$ cat config.mk
export PLATFORM = sky130hd
export DESIGN_NAME = sram_port_arbiter
export DESIGN_NICKNAME = d
export VERILOG_FILES = /design/src/rtl/sram_port_arbiter.sv
export SDC_FILE = /design/constraint.sdc
export NUM_CORES = 1
export LEC_CHECK = 0
export BUFFER_PORTS_ARGS = -buffer_cell sky130_fd_sc_hd__buf_4
export CORE_AREA = 2 2 59 103
export DETAILED_ROUTE_END_ITERATION = 10
export DIE_AREA = 0 0 61 105
export PLACE_DENSITY = 0.7
export SYNTH_ARGS = -nofsm -noshare
export SYNTH_HDL_FRONTEND = slang
export SYNTH_SLANG_ARGS = --single-unit
$ cat constraint.sdc
create_clock -name clk -period 2.8 [get_ports clk]
set_input_delay 0.56 -clock clk [delete_from_list [all_inputs] [get_ports clk]]
set_output_delay 0.56 -clock clk [all_outputs]
set_load 0.05 [all_outputs]
$ cat src/rtl/sram_port_arbiter.sv
// Two-port arbiter for a single asynchronous 8-bit SRAM: round-robin grant,
// fixed-length ACCESS phase, one RECOVER cycle carrying the completion ack.
module sram_port_arbiter #(
   parameter int ADDR_W        = 21,
   parameter int ACCESS_CYCLES = 2
) (
   input  logic              clk,
   input  logic              rst_n,

   input  logic              a_req,
   input  logic              a_we,
   input  logic [ADDR_W-1:0] a_addr,
   input  logic [7:0]        a_wdata,
   output logic              a_ack,

   input  logic              b_req,
   input  logic              b_we,
   input  logic [ADDR_W-1:0] b_addr,
   input  logic [7:0]        b_wdata,
   output logic              b_ack,

   output logic [7:0]        rdata,

   output logic [ADDR_W-1:0] sram_addr,
   output logic [7:0]        sram_dout,
   output logic              sram_oe,
   input  logic [7:0]        sram_din,
   output logic              sram_we_n,

   output logic              busy
);

   typedef enum logic [1:0] {
      IDLE    = 2'd0,
      ACCESS  = 2'd1,
      RECOVER = 2'd2
   } state_t;

   localparam logic [3:0] COUNT_LOAD = 4'(ACCESS_CYCLES - 1);

   state_t            state_reg, state_next;
   logic [3:0]        count_reg, count_next;
   logic              we_reg, we_next;
   logic              port_b_reg, port_b_next;
   logic              last_b_reg, last_b_next;
   logic [ADDR_W-1:0] addr_reg, addr_next;
   logic [7:0]        dout_reg, dout_next;
   logic [7:0]        rdata_reg, rdata_next;

   logic              grant_a;
   logic              grant_b;

   // On a tie the port that was not served last wins.
   assign grant_a = a_req && (!b_req || last_b_reg);
   assign grant_b = b_req && (!a_req || !last_b_reg);

   always_ff @(posedge clk) begin
      if (!rst_n) begin
         state_reg  <= IDLE;
         count_reg  <= 4'd0;
         we_reg     <= 1'b0;
         port_b_reg <= 1'b0;
         last_b_reg <= 1'b1;
         addr_reg   <= '0;
         dout_reg   <= 8'd0;
         rdata_reg  <= 8'd0;
      end else begin
         state_reg  <= state_next;
         count_reg  <= count_next;
         we_reg     <= we_next;
         port_b_reg <= port_b_next;
         last_b_reg <= last_b_next;
         addr_reg   <= addr_next;
         dout_reg   <= dout_next;
         rdata_reg  <= rdata_next;
      end
   end

   always_comb begin
      state_next  = state_reg;
      count_next  = count_reg;
      we_next     = we_reg;
      port_b_next = port_b_reg;
      last_b_next = last_b_reg;
      addr_next   = addr_reg;
      dout_next   = dout_reg;
      rdata_next  = rdata_reg;

      case (state_reg)
         IDLE: begin
            if (grant_a) begin
               port_b_next = 1'b0;
               we_next     = a_we;
               addr_next   = a_addr;
               dout_next   = a_we ? a_wdata : dout_reg;
               count_next  = COUNT_LOAD;
               state_next  = ACCESS;
            end else if (grant_b) begin
               port_b_next = 1'b1;
               we_next     = b_we;
               addr_next   = b_addr;
               dout_next   = b_we ? b_wdata : dout_reg;
               count_next  = COUNT_LOAD;
               state_next  = ACCESS;
            end
         end

         ACCESS: begin
            if (count_reg == 4'd0) begin
               state_next = RECOVER;
               if (!we_reg) begin
                  rdata_next = sram_din;
               end
            end else begin
               count_next = count_reg - 4'd1;
            end
         end

         RECOVER: begin
            last_b_next = port_b_reg;
            state_next  = IDLE;
         end

         default: begin
            state_next = IDLE;
         end
      endcase
   end

   // Write data keeps driving the bus through RECOVER for hold time.
   assign sram_addr = addr_reg;
   assign sram_dout = dout_reg;
   assign sram_we_n = !((state_reg == ACCESS) && we_reg);
   assign sram_oe   = we_reg && ((state_reg == ACCESS) || (state_reg == RECOVER));
   assign a_ack     = (state_reg == RECOVER) && !port_b_reg;
   assign b_ack     = (state_reg == RECOVER) && port_b_reg;
   assign busy      = (state_reg != IDLE);
   assign rdata     = rdata_reg;

endmodule
# Yosys cells after proc, flatten, opt, wreduce, memory -nomap -nowiden
# Index checks and enable logic that the tools add are counted.
[totals]
regBits = 46
in_bits = 72
output_inout_bits = 42
word_cells = 59
[op_classes]
n_addsub = 1
n_eq_ne = 6
n_mux = 18
n_bitwise = 1
n_reduce_logical = 25
[op_table]
columns = ["operator", "count"]
rows = [
  ["$mux 21", 2],
  ["$mux 8", 4],
  ["$mux 4", 3],
  ["$pmux 4 s2", 1],
  ["$reduce_bool 2->1", 4],
  ["$logic_and 1x1->1", 6],
  ["$mux 2", 3],
  ["$ne 2x2->1 const B", 3],
  ["$reduce_and 3->1", 2],
  ["$logic_not 1->1", 5],
  ["$logic_not 4->1", 1],
  ["$mux 1", 4],
  ["$pmux 2 s2", 1],
  ["$reduce_and 2->1", 2],
  ["$reduce_and 4->1", 1],
  ["$sub 4x1->4 const B", 1],
  ["$logic_or 1x1->1", 3],
  ["$ne 3x3->1 const B", 1],
  ["$eq 2x1->1 const B", 1],
  ["$eq 2x2->1 const B", 1],
  ["$logic_not 2->1", 1],
  ["$not 1->1", 1],
]

# Logic depth before layout (Yosys ltp)
[logic_depth]
word_depth = 6
ltp_mapped = 7

# Worst setup path before layout
# Ideal clock, no wire load.
[synth_path]
kind = "register -> output"
startpoint = "reg state_reg[0]"
endpoint = "out a_ack"
arrival_time_ns = 1.241
t_required_ns = 2.240
setup_slack_ns = 0.999
stages_incl_launch_ff = 5
cell_sequence = "dfxtp_1 > inv_1 > ha_1 > inv_1 > nor2_1"
[synth_between]
elab_chain_len = 2
[synth_lines]
columns = ["item", "line", "text"]
rows = [
  ["start: declaration", "41", "state_t state_reg, state_next;"],
  ["start signal: assignment", "68", "state_reg <= state_next;"],
  ["$eq 2x2->1", "135", "assign a_ack = (state_reg == RECOVER) && !port_b_reg;"],
  ["$logic_and 1x1->1", "135", ""],
  ["end: declaration", "14", "output logic a_ack,"],
]
# Every way passes these cells.

# Worst setup path in the final report
[layout_path]
startpoint = "reg state_reg[0]"
endpoint = "out busy"
[layout_between]
elab_chain_len = 1
[layout_lines]
columns = ["item", "line", "text"]
rows = [
  ["$reduce_bool 2->1", "137", "assign busy = (state_reg != IDLE);"],
  ["end: declaration", "30", "output logic busy"],
]
# Every way passes these cells.

==> results by group <==
Outcome
  • Status: complete, no violations

Floorplan
  • Num rows: 36
  • Die Y: 105 um
  • Die Width: 61 um
  • Die area: 6410 sq um
  • CORE AREA: 5540 sq um
  • I/O Pins: between 100 and 150
  • Starting Density: between 30% and 40%

Min path
  • Hold path endpoint: rdata[6]
  • Hold path startpoint: sram_din[6]
  • Worst min-delay path class: in2reg
  • WHS Path Cells: 3

Route
  • Iter 0 DRT Violations: ~120
  • Via count: between 2k and 2.5k
  • Aggregate routed wire length: 5780 um
  • Vias/cell: between 4 and 5
  • Drt pass-1 iters: 4
  • Final ANT Viol Nets: 0
  • Number of remaining DRC errors: 0
  • Routed length per instance: roughly 14 um

Synth
  • Synthesized instance count: 233
  • Synthesized area: 2160 sq um
  • Top cells by area, synth: dfxtp_1 43%, mux2i_1 14%, a21oi_1 7.6%
  • Post-synthesis sequential area ratio: between 40% and 50%
  • Average size of a mapped cell: approximately 9.3 sq um
  • Area leader, netlist: dfxtp_1
  • Syn Nets: roughly 310
  • Yosys warns: 0
  • Distinct cells, synth: 33
  • EDFF count, synth: 0
  • Area share of the largest cell type after synthesis: a little over two fifths
  • Synth async-reset ratio: 0%
  • Synth top cells by count: 46 x dfxtp_1, 33 x a21oi_1, 30 x mux2i_1
  • Main synth FF type: dfxtp_1
  • #FFs+latches synth: 46
  • Count leader, synth: dfxtp_1

Critical path
  • Crit-path max FO: 14
  • Worst setup SP type: flop
  • R2R cell count: 6
  • Reg-to-reg endpoint: count_reg[0]
  • Reg-to-reg slack, setup: 0.86 ns
  • Reg-to-Reg Start: state_reg[0]
  • WP data required: around 2.2 ns
  • WP data arrival: 1.58 ns
  • Setup CP Type: reg2out
  • CP Capture Type: output port

GRT
  • Gr usage total: a little under a fifth
  • Vias in the first global route: 2099
  • Global-route wire length before repair: around 9100 um
  • Initial antenna violation count: 0
  • Largest net degree at the start of global routing: 45
  • GRT Residual Overflow: 0

Power
  • Net Switching: 1.50 mW
  • Sequential Power Share: between 30% and 40%
  • Power Density: ~1000 nW/um^2
  • Lkg Pwr: between 1 and 1.5 nW
  • Clock share of power: ~14%
  • Switching Fraction: 47.3%
  • Max VDD drop: about 0.00043 V
  • Pint: about 1.7 mW
  • Logic pwr share: a little under three fifths

Finish
  • Share of cells above drive strength 1: 40.4%
  • Max FFs per register: 21
  • # diodes: 0
  • Fill count: 551
  • Layout net count: around 420
  • Final Non-Filler Cells: 415
  • Area Growth Syn to Fin: 45.3%
  • Post-route cell area: 3140 sq um

Clocking
  • H-tree Lvls: 2
  • CTS max path bufs: 2
  • Worst skew pair latency: around 0.3 ns
  • Num CTS Buffers: 5
  • Clk pin slew, worst setup/hold paths: 0.09 ns
  • Post-CTS sizing: 0
  • Post-CTS Hold Buffers: 0
  • Setup bufs post-CTS: 0
  • CTS tree: built
  • Clock sink total: 46
  • Root Driver: clkbuf_8

STA
  • Relative slew slack: roughly 43%
  • Final Max Slew Viols: 0
  • RSZ-0062 raised after global routing: false
  • Fmax: between 0.4 and 0.5 GHz
  • Final Critical Period: approximately 2.1 ns
  • Final setup TNS: 0 ns
  • Setup WS post-layout: about 0.66 ns
  • # setup viols final: 0
  • Final Hold Vio Count: 0
  • Period utilization: about three quarters
  • Measured slew at the worst slew-check pin: about 0.86 ns
  • Layout Skew: between 0.01 and 0.015 ns
  • Final Hold Slack: roughly 0.49 ns

Placed design
  • Dpl cells: approximately 410
  • DP Wirelength: about 4400 um
  • Port Buffers: 113
  • Setup WS pre-CTS: about 0.85 ns
  • DP Area: 3040 sq um
  • Gpl congestion: approximately 0.77

Run
  • Maxcap violations: 0
[metrics by stage]
step                utilization (%)  total power [mW]
CTS                            56.8              3.21
global placement               54.9              2.72
floorplan                         -              2.24
detailed placement             54.9              2.75
global route                   56.8              3.35
finish                         56.8              3.18
[layout by cell type, fill, tap and decap left out, types with 3 or more instances in the layout]
cell type	count
nand2_1	12
and2_1	3
dfxtp_1	46
nand3_1	9
mux2i_1	30
a21oi_1	33
ha_1	6
o21ai_0	23
a311oi_2	8
nor2_1	13
nor2b_1	3
buf_4	117
clkbuf_8	7
inv_1	7
[how the worst max path moves through the flow]
stage	startpoint	to	slack, ns	cells past startpoint
CTS	state_reg[0]	busy	0.65	4
detailed placement	b_req	sram_dout[4]	0.85	5
floorplan	state_reg[0]	a_ack	1.0	4
global route	state_reg[0]	busy	0.58	4
finish	state_reg[0]	busy	0.66	4
global placement	b_req	sram_dout[6]	0.89	5
[power by group through the flow]
| stage | Clock, mW | Sequential [mW] | Combinational, mW |
|---|---|---|---|
| floorplan | 0 | 1.52 | 0.721 |
| global route | 0.483 | 0.995 | 1.87 |
| global placement | 0 | 0.978 | 1.74 |
| finish | 0.450 | 0.969 | 1.76 |
| detailed placement | 0 | 0.979 | 1.77 |
| CTS | 0.466 | 0.969 | 1.77 |
[metal layers]
| metal | GRT usage, % | vias to the layer above | wire [um] |
|---|---|---|---|
| met1 | 19.1 | 946 | 2200 |
| met2 | 34.5 | 70 | 3180 |
| li1 | - | 1041 | - |
| met4 | 7.14 | 0 | 127 |
| met5 | 0 | - | 0 |
| met3 | 3.34 | 11 | 272 |
[cell families after synthesis]
family	synth area share, %
fa+ha+maj	3.47
flops	42.6
simple gates	11.7
buf+inv	5.84
compound gates	22.5
mux	13.9
[layout make-up]
| class | instances | area (sq um) | share of cell area (%) |
|---|---|---|---|
| clock inverter | 1 | 8.76 | 0.279 |
| multi-input combinational | 161 | 1120 | 35.6 |
| tap | 76 | 95.1 | 3.02 |
| timing repair buffer | 117 | 878 | 27.9 |
| sequential | 46 | 921 | 29.3 |
| clock buffer | 7 | 96.3 | 3.06 |
| inverter | 7 | 26.3 | 0.836 |
[worst max-delay path: stages, from the launching register on]
cell and delay [ns]:
dfxtp_1 0.32, inv_1 0.11, ha_1 0.45, inv_1 0.17
buf_4 0.23
Note: power is estimated with default switching activity, not from simulation.
